$ cat src/rtl/seg7_pkg.sv
// Shared seven-segment definitions for the stopwatch encoder and the scan decoder.
// Segment constants are the active-low {G,F,E,D,C,B,A} patterns for digits 0..9.
// seg7_decode returns {legal, bcd[3:0]}. Unknown patterns return legal = 0.
package seg7_pkg;

  localparam logic [6:0] SEG7_0 = 7'h40;
  localparam logic [6:0] SEG7_1 = 7'h79;
  localparam logic [6:0] SEG7_2 = 7'h24;
  localparam logic [6:0] SEG7_3 = 7'h30;
  localparam logic [6:0] SEG7_4 = 7'h19;
  localparam logic [6:0] SEG7_5 = 7'h12;
  localparam logic [6:0] SEG7_6 = 7'h02;
  localparam logic [6:0] SEG7_7 = 7'h78;
  localparam logic [6:0] SEG7_8 = 7'h00;
  localparam logic [6:0] SEG7_9 = 7'h10;

  localparam logic [3:0] AN_BLANK = 4'b1111;

  function automatic logic [4:0] seg7_decode(input logic [6:0] seg);
    logic [4:0] res;
    case (seg)
      SEG7_0:  res = {1'b1, 4'd0};
      SEG7_1:  res = {1'b1, 4'd1};
      SEG7_2:  res = {1'b1, 4'd2};
      SEG7_3:  res = {1'b1, 4'd3};
      SEG7_4:  res = {1'b1, 4'd4};
      SEG7_5:  res = {1'b1, 4'd5};
      SEG7_6:  res = {1'b1, 4'd6};
      SEG7_7:  res = {1'b1, 4'd7};
      SEG7_8:  res = {1'b1, 4'd8};
      SEG7_9:  res = {1'b1, 4'd9};
      default: res = 5'b0_0000;
    endcase
    return res;
  endfunction

endpackage

$ cat src/rtl/seg7_dwell_filter.sv
// Settling filter for the scanned display lines.
// Ports:
//   clk_i, rst_i   clock, synchronous active-high reset
//   pins_i [11:0]  raw {AN, SEG_DP, SEG_G..SEG_A}
//   accept_o       combinational pulse: this edge accepts the settled dwell
//   vec_o  [11:0]  settled vector (equal to pins_i whenever accept_o is high)
module seg7_dwell_filter #(
  parameter int STABLE_CYCLES = 4,
  parameter int CNT_W         = 8
) (
  input  logic        clk_i,
  input  logic        rst_i,
  input  logic [11:0] pins_i,
  output logic        accept_o,
  output logic [11:0] vec_o
);

  localparam logic [CNT_W-1:0] CNT_SAT   = CNT_W'(STABLE_CYCLES);
  localparam logic [CNT_W-1:0] CNT_ACCEPT = CNT_W'(STABLE_CYCLES - 1);

  logic [11:0]      sr_q;
  logic [CNT_W-1:0] cnt_q, cnt_d;
  logic             acc_q, acc_d;
  logic             match;

  assign match    = (pins_i == sr_q);
  // The counter counts matching edges after the first sample, so the dwell is
  // accepted on the STABLE_CYCLES-th edge of a constant input.
  assign accept_o = match && (cnt_q == CNT_ACCEPT) && !acc_q;
  assign vec_o    = sr_q;

  always_comb begin
    cnt_d = cnt_q;
    acc_d = acc_q;
    if (match) begin
      if (cnt_q != CNT_SAT) cnt_d = cnt_q + 1'b1;
      if (accept_o)         acc_d = 1'b1;
    end else begin
      cnt_d = '0;
      acc_d = 1'b0;
    end
  end

  always_ff @(posedge clk_i) begin
    if (rst_i) begin
      sr_q  <= '1;
      cnt_q <= '0;
      acc_q <= 1'b0;
    end else begin
      sr_q  <= pins_i;
      cnt_q <= cnt_d;
      acc_q <= acc_d;
    end
  end

endmodule

$ cat src/rtl/seg7_scan_decoder.sv
// Receive side of a multiplexed 4-digit seven-segment display: decodes the
// scanned lines back into four BCD digits with decimal points.
// Ports:
//   CLK, RESET            clock, synchronous active-high reset
//   SEG_A..SEG_G, SEG_DP  segment lines, active-low
//   AN[3:0]               digit anodes, active-low, AN[0] = rightmost
//   DIGIT0..DIGIT3        captured BCD per digit
//   DP[3:0]               captured decimal point per digit, 1 = lit
//   DIGIT_VALID[3:0]      digit n holds a legal decode
//   FRAME_STB             pulse once all four digits were seen since the last pulse
//   SEG_ERR, AN_ERR       pulses for undecodable pattern / multiple anodes low
module seg7_scan_decoder
  import seg7_pkg::*;
#(
  parameter int STABLE_CYCLES = 4,
  parameter int CNT_W         = 8
) (
  input  logic       CLK,
  input  logic       RESET,
  input  logic       SEG_A,
  input  logic       SEG_B,
  input  logic       SEG_C,
  input  logic       SEG_D,
  input  logic       SEG_E,
  input  logic       SEG_F,
  input  logic       SEG_G,
  input  logic       SEG_DP,
  input  logic [3:0] AN,
  output logic [3:0] DIGIT0,
  output logic [3:0] DIGIT1,
  output logic [3:0] DIGIT2,
  output logic [3:0] DIGIT3,
  output logic [3:0] DP,
  output logic [3:0] DIGIT_VALID,
  output logic       FRAME_STB,
  output logic       SEG_ERR,
  output logic       AN_ERR
);

  logic [11:0] pins, vec;
  logic        accept;

  logic [3:0]  digit_q [4];
  logic [3:0]  digit_d [4];
  logic [3:0]  dp_q, dp_d;
  logic [3:0]  valid_q, valid_d;
  logic [3:0]  set_q, set_d;
  logic        frame_q, frame_d;
  logic        seg_err_q, seg_err_d;
  logic        an_err_q, an_err_d;

  logic        single;
  logic [1:0]  idx;
  logic [4:0]  dec;

  assign pins = {AN, SEG_DP, SEG_G, SEG_F, SEG_E, SEG_D, SEG_C, SEG_B, SEG_A};

  seg7_dwell_filter #(
    .STABLE_CYCLES(STABLE_CYCLES),
    .CNT_W        (CNT_W)
  ) u_filter (
    .clk_i   (CLK),
    .rst_i   (RESET),
    .pins_i  (pins),
    .accept_o(accept),
    .vec_o   (vec)
  );

  always_comb begin
    digit_d   = digit_q;
    dp_d      = dp_q;
    valid_d   = valid_q;
    // A full set is consumed by this edge's strobe; a same-edge acceptance
    // starts the next frame with only its own bit.
    frame_d   = (set_q == 4'b1111);
    set_d     = frame_d ? 4'b0000 : set_q;
    seg_err_d = 1'b0;
    an_err_d  = 1'b0;
    single    = 1'b0;
    idx       = 2'd0;
    dec       = '0;
    if (accept) begin
      case (vec[11:8])
        4'b1110: begin single = 1'b1; idx = 2'd0; end
        4'b1101: begin single = 1'b1; idx = 2'd1; end
        4'b1011: begin single = 1'b1; idx = 2'd2; end
        4'b0111: begin single = 1'b1; idx = 2'd3; end
        AN_BLANK: ;
        default: an_err_d = 1'b1;
      endcase
      if (single) begin
        dec        = seg7_decode(vec[6:0]);
        set_d[idx] = 1'b1;
        if (dec[4]) begin
          digit_d[idx] = dec[3:0];
          dp_d[idx]    = ~vec[7];
          valid_d[idx] = 1'b1;
        end else begin
          valid_d[idx] = 1'b0;
          seg_err_d    = 1'b1;
        end
      end
    end
  end

  always_ff @(posedge CLK) begin
    if (RESET) begin
      digit_q   <= '{default: '0};
      dp_q      <= '0;
      valid_q   <= '0;
      set_q     <= '0;
      frame_q   <= 1'b0;
      seg_err_q <= 1'b0;
      an_err_q  <= 1'b0;
    end else begin
      digit_q   <= digit_d;
      dp_q      <= dp_d;
      valid_q   <= valid_d;
      set_q     <= set_d;
      frame_q   <= frame_d;
      seg_err_q <= seg_err_d;
      an_err_q  <= an_err_d;
    end
  end

  assign DIGIT0      = digit_q[0];
  assign DIGIT1      = digit_q[1];
  assign DIGIT2      = digit_q[2];
  assign DIGIT3      = digit_q[3];
  assign DP          = dp_q;
  assign DIGIT_VALID = valid_q;
  assign FRAME_STB   = frame_q;
  assign SEG_ERR     = seg_err_q;
  assign AN_ERR      = an_err_q;

endmodule

$ cat config.mk
export PLATFORM = sky130hd
export DESIGN_NAME = seg7_scan_decoder
export DESIGN_NICKNAME = d
export VERILOG_FILES = /design/src/rtl/seg7_pkg.sv /design/src/rtl/seg7_dwell_filter.sv /design/src/rtl/seg7_scan_decoder.sv
export SDC_FILE = /design/constraint.sdc
export NUM_CORES = 1
export LEC_CHECK = 0
export CAP_MARGIN = 20
export CORE_MARGIN = 2
export CORE_UTILIZATION = 30
export CTS_CLUSTER_DIAMETER = 120
export DETAILED_ROUTE_END_ITERATION = 16
export PLACE_DENSITY = 0.49
export SYNTH_ARGS = -nofsm -noshare
export SYNTH_HDL_FRONTEND = slang
export SYNTH_HIERARCHICAL = 1
export SYNTH_SLANG_ARGS = --single-unit
$ cat constraint.sdc
create_clock -name CLK -period 3.5 [get_ports CLK]
set_input_delay 0.7 -clock CLK [delete_from_list [all_inputs] [get_ports CLK]]
set_output_delay 0.7 -clock CLK [all_outputs]
set_load 0.1 [all_outputs]
==> impl_results.md <==
- Pwr Density: 364 nW/µm²
- Crit-path max cell delay: approximately 0.44 ns
- Die area: 8790 µm²
- Crit path kind: in2reg
- CP most frequent cell: nand3_1
- Initial core utilization: between 30% and 40%
- Drt total wl: roughly 5.3 mm
- Leak Pwr: ~0.0011 µW
- CP top delay family: simple AND/OR/NAND/NOR gates
- CP startpoint kind: input pin
- First-pass iteration count of the detailed router: 4
- Initial antenna violation count: 0
- I/O pins: 41
- Reg-to-Reg End: DIGIT3[0]
- Worst ir drop on vdd: 143 µV
- Largest net degree at the start of global routing: 33
- Max clock buf depth: 2
- Cell Chain, Critical Path: clkdlybuf4s50_1 -> xor2_1 -> nor4_2 -> nand3_1 -> nor3_1 -> nand3_1 -> nor3b_1 -> buf_4 -> o21ai_4 -> mux2_4
- CP bufs+invs: 2
- GRT Residual Overflow: 0
- R2R Setup Slk: around 0.8 ns
- Ys flop type: dfxtp_1
- Global-route wire length before repair: 9.03 mm
- Final nets: between 300 and 400
- FMAX: 332 MHz
- Post-synth EDFFs: 0
- Max FO, Critical Path: 5
- Multi-input gate area: between 1000 and 1500 µm²
- Post-DP HPWL: 3.96 mm
- DRC errors left: 0
- Critical Path End Type: register
- Slew Limit Fails: 0
- Total power: 1110 µW
- Die span in y: around 94 µm
- Worst path arrival time: 3.21 ns
- Clock transition at path regs: about 0.10 ns
- # fillers: 787
- RR Startpoint: u_filter/vec_o[11]
- Sequential area share after synthesis: 43.1%
- Synth top area share: 43.1%
- Worst slew pin tran: 0.982 ns
- Post-CTS Hold Buffers: 0
- Register area: around 1000 µm²
- Top cells by count, synth: dfxtp_1 (52), nand2_1 (17), xor2_1 (17), a21oi_1 (16), or2_2 (14)
- Hold depth: 2
- Worst Hold End: u_filter/acc_q
- Post-route clock period utilization: 86.2%
- Synthesized Nets: 261
- Number of distinct library cells after synthesis: 42
- DR WL/cell: 13.6 µm
- Synth async-reset ratio: 0%
- DR vias: ~1800
- Syn_area_per_cell: 9.87 µm²
- Synth warnings: 6
- Clock Root Buffer: clkbuf_8
- Sum of negative setup slack: 0 ns
- Critical path depth: 10
- Hold crit path type: reg2reg
- Reg2reg path depth: 9
- Area contributors post-synth: dfxtp_1 (43%), xor2_1 (6.2%), mux2i_1 (5.4%)
- Num rows: 32
- PortBufs: 40
- Routability-driven placement congestion ratio: 0.763
- Number of CTS-inserted buffers: 5
- Post-placement cell area: a little under 3000 µm²
- Clock sinks: 52
- Minimum clock period: 3.02 ns
- Cell taking the most area after synthesis: dfxtp_1
- N_diodes: 0
- Worst slack at placement: 0.172 ns
- Most frequent cell after synthesis: dfxtp_1
- Share of post-route cells with drive strength above 1: 16.6%
- CP max stage cell: clkdlybuf4s50_1
- Post-synthesis cell count: 245
- Die W: 93.8 µm
- Skew final: 0.0103 ns
- Post-Syn Area: 2420 µm²
- Detail Route Antenna Nets: 0
- Setup ws final: 0.484 ns
- Max-slew headroom: 34.4%
- Post-CTS Repair Setup Buffers: 0
- Worst-Skew Late Latency: approximately 0.31 ns
- Worst hold start: u_filter/acc_q
- WHS: 0.451 ns
- Core ar.: ~8000 µm²
- RSZ-0062 raised after global routing: no
- Vias per Instance: 4.67
- Hold Vio Cnt, Final: 0
- CP required: between 3 and 4 ns
- Vias in the first global route: about 1800
- # Max-Cap Violations: 0
- Finished Cell Area: 3040 µm²
- TritonCTS clock tree: yes
- Layout area overhead: 25.9%
- Register bit count reported by yosys: 52
- Final setup vio count: 0
- Status: finished clean
- H-tree Lvls: 2
- GRT Resource Usage Total: 13.1%
- Initial DRC count: between 60 and 70
- Resize count post-CTS: 0
[cells by family after synthesis]
family	share of synthesized area, %
DFF	43.1
buffers and inverters	3.05
and+or+nand+nor	27.8
xor gates and xnor gates	6.88
adders and majority gates	1.04
muxes	7.87
AOI/OAI and AO/OA	10.3
[per-stage QoR]
| step | std cells | utilization (%) |
|---|---|---|
| finish | 391 | 39.2 |
| global route | 391 | 39.2 |
| detailed placement | 383 | 37.7 |
| CTS | 391 | 39.2 |
| floorplan | 245 | - |
| global placement | 383 | 37.7 |
[area by class of cell]
type | count | area share, %
clock buffers | 5 | 2.26
inverters | 3 | 0.370
multi-input cells | 180 | 42.8
clock inverters | 3 | 1.52
flip-flops and latches | 52 | 34.2
repair buffers | 46 | 14.6
well taps | 102 | 4.19
[how the worst max path moves through the flow]
stage,start,endpoint
final,AN[2],DIGIT3[0]
after global routing,AN[2],DIGIT3[0]
after CTS,AN[2],DIGIT3[0]
after detailed placement,AN[2],DIGIT3[0]
after global placement,AN[2],DIGIT3[0]
after floorplan,AN[1],DIGIT3[0]
[sequential cells by signal, indices dropped and copies added, names as in the netlist, named ones only]
name,count
u_filter/acc_q,1
AN_ERR,1
DP,4
DIGIT0,4
u_filter/cnt_q,8
DIGIT3,4
DIGIT2,4
SEG_ERR,1
set_q,4
FRAME_STB,1
DIGIT1,4
u_filter/vec_o,12
[cells in the final DEF (no fill, tap or decap), types with 2 or more instances in the layout]
master	instances
dfxtp_1	52
clkdlybuf4s50_1	40
nand2_1	17
xor2_1	17
a21oi_1	16
or2_2	14
nand2b_1	13
mux2i_1	13
nor2_1	11
nand3_1	10
nor4_1	7
o21ai_0	6
buf_4	6
nand4b_1	5
nor2b_1	5
clkbuf_8	5
nor3_1	4
o21ai_4	4
mux2_4	4
nor3_2	3
nor3b_1	3
and3_1	3
inv_1	3
xnor2_1	2
nand4_1	2
or3_1	2
or3b_2	2
a311oi_1	2
nor4_2	2
ha_1	2
[power by group]
part | internal (µW) | leakage (µW) | switching [µW]
combinational | 36.2 | 0.000604 | 31.5
sequential | 599 | 0.000422 | 18.3
clock | 216 | 0.0000548 | 207
[layer usage]
metal	up-vias	track usage, %	routed length [µm]
met2	37	19.8	2300
met4	0	3.62	55
met5	-	0	0
met1	841	18.8	2740
li1	943	-	-
met3	5	2.73	217
[worst register-to-register path, cell delays in order (launching register included)]
cell and delay (ns):
dfxtp_1 0.57, xor2_1 0.16, nor4_4 0.32, nand3_1 0.18
nor3_1 0.38, nand3_1 0.20, nor3b_1 0.23, buf_4 0.15
o21ai_4 0.08, mux2_4 0.32
(Power assumes the default switching activity.)
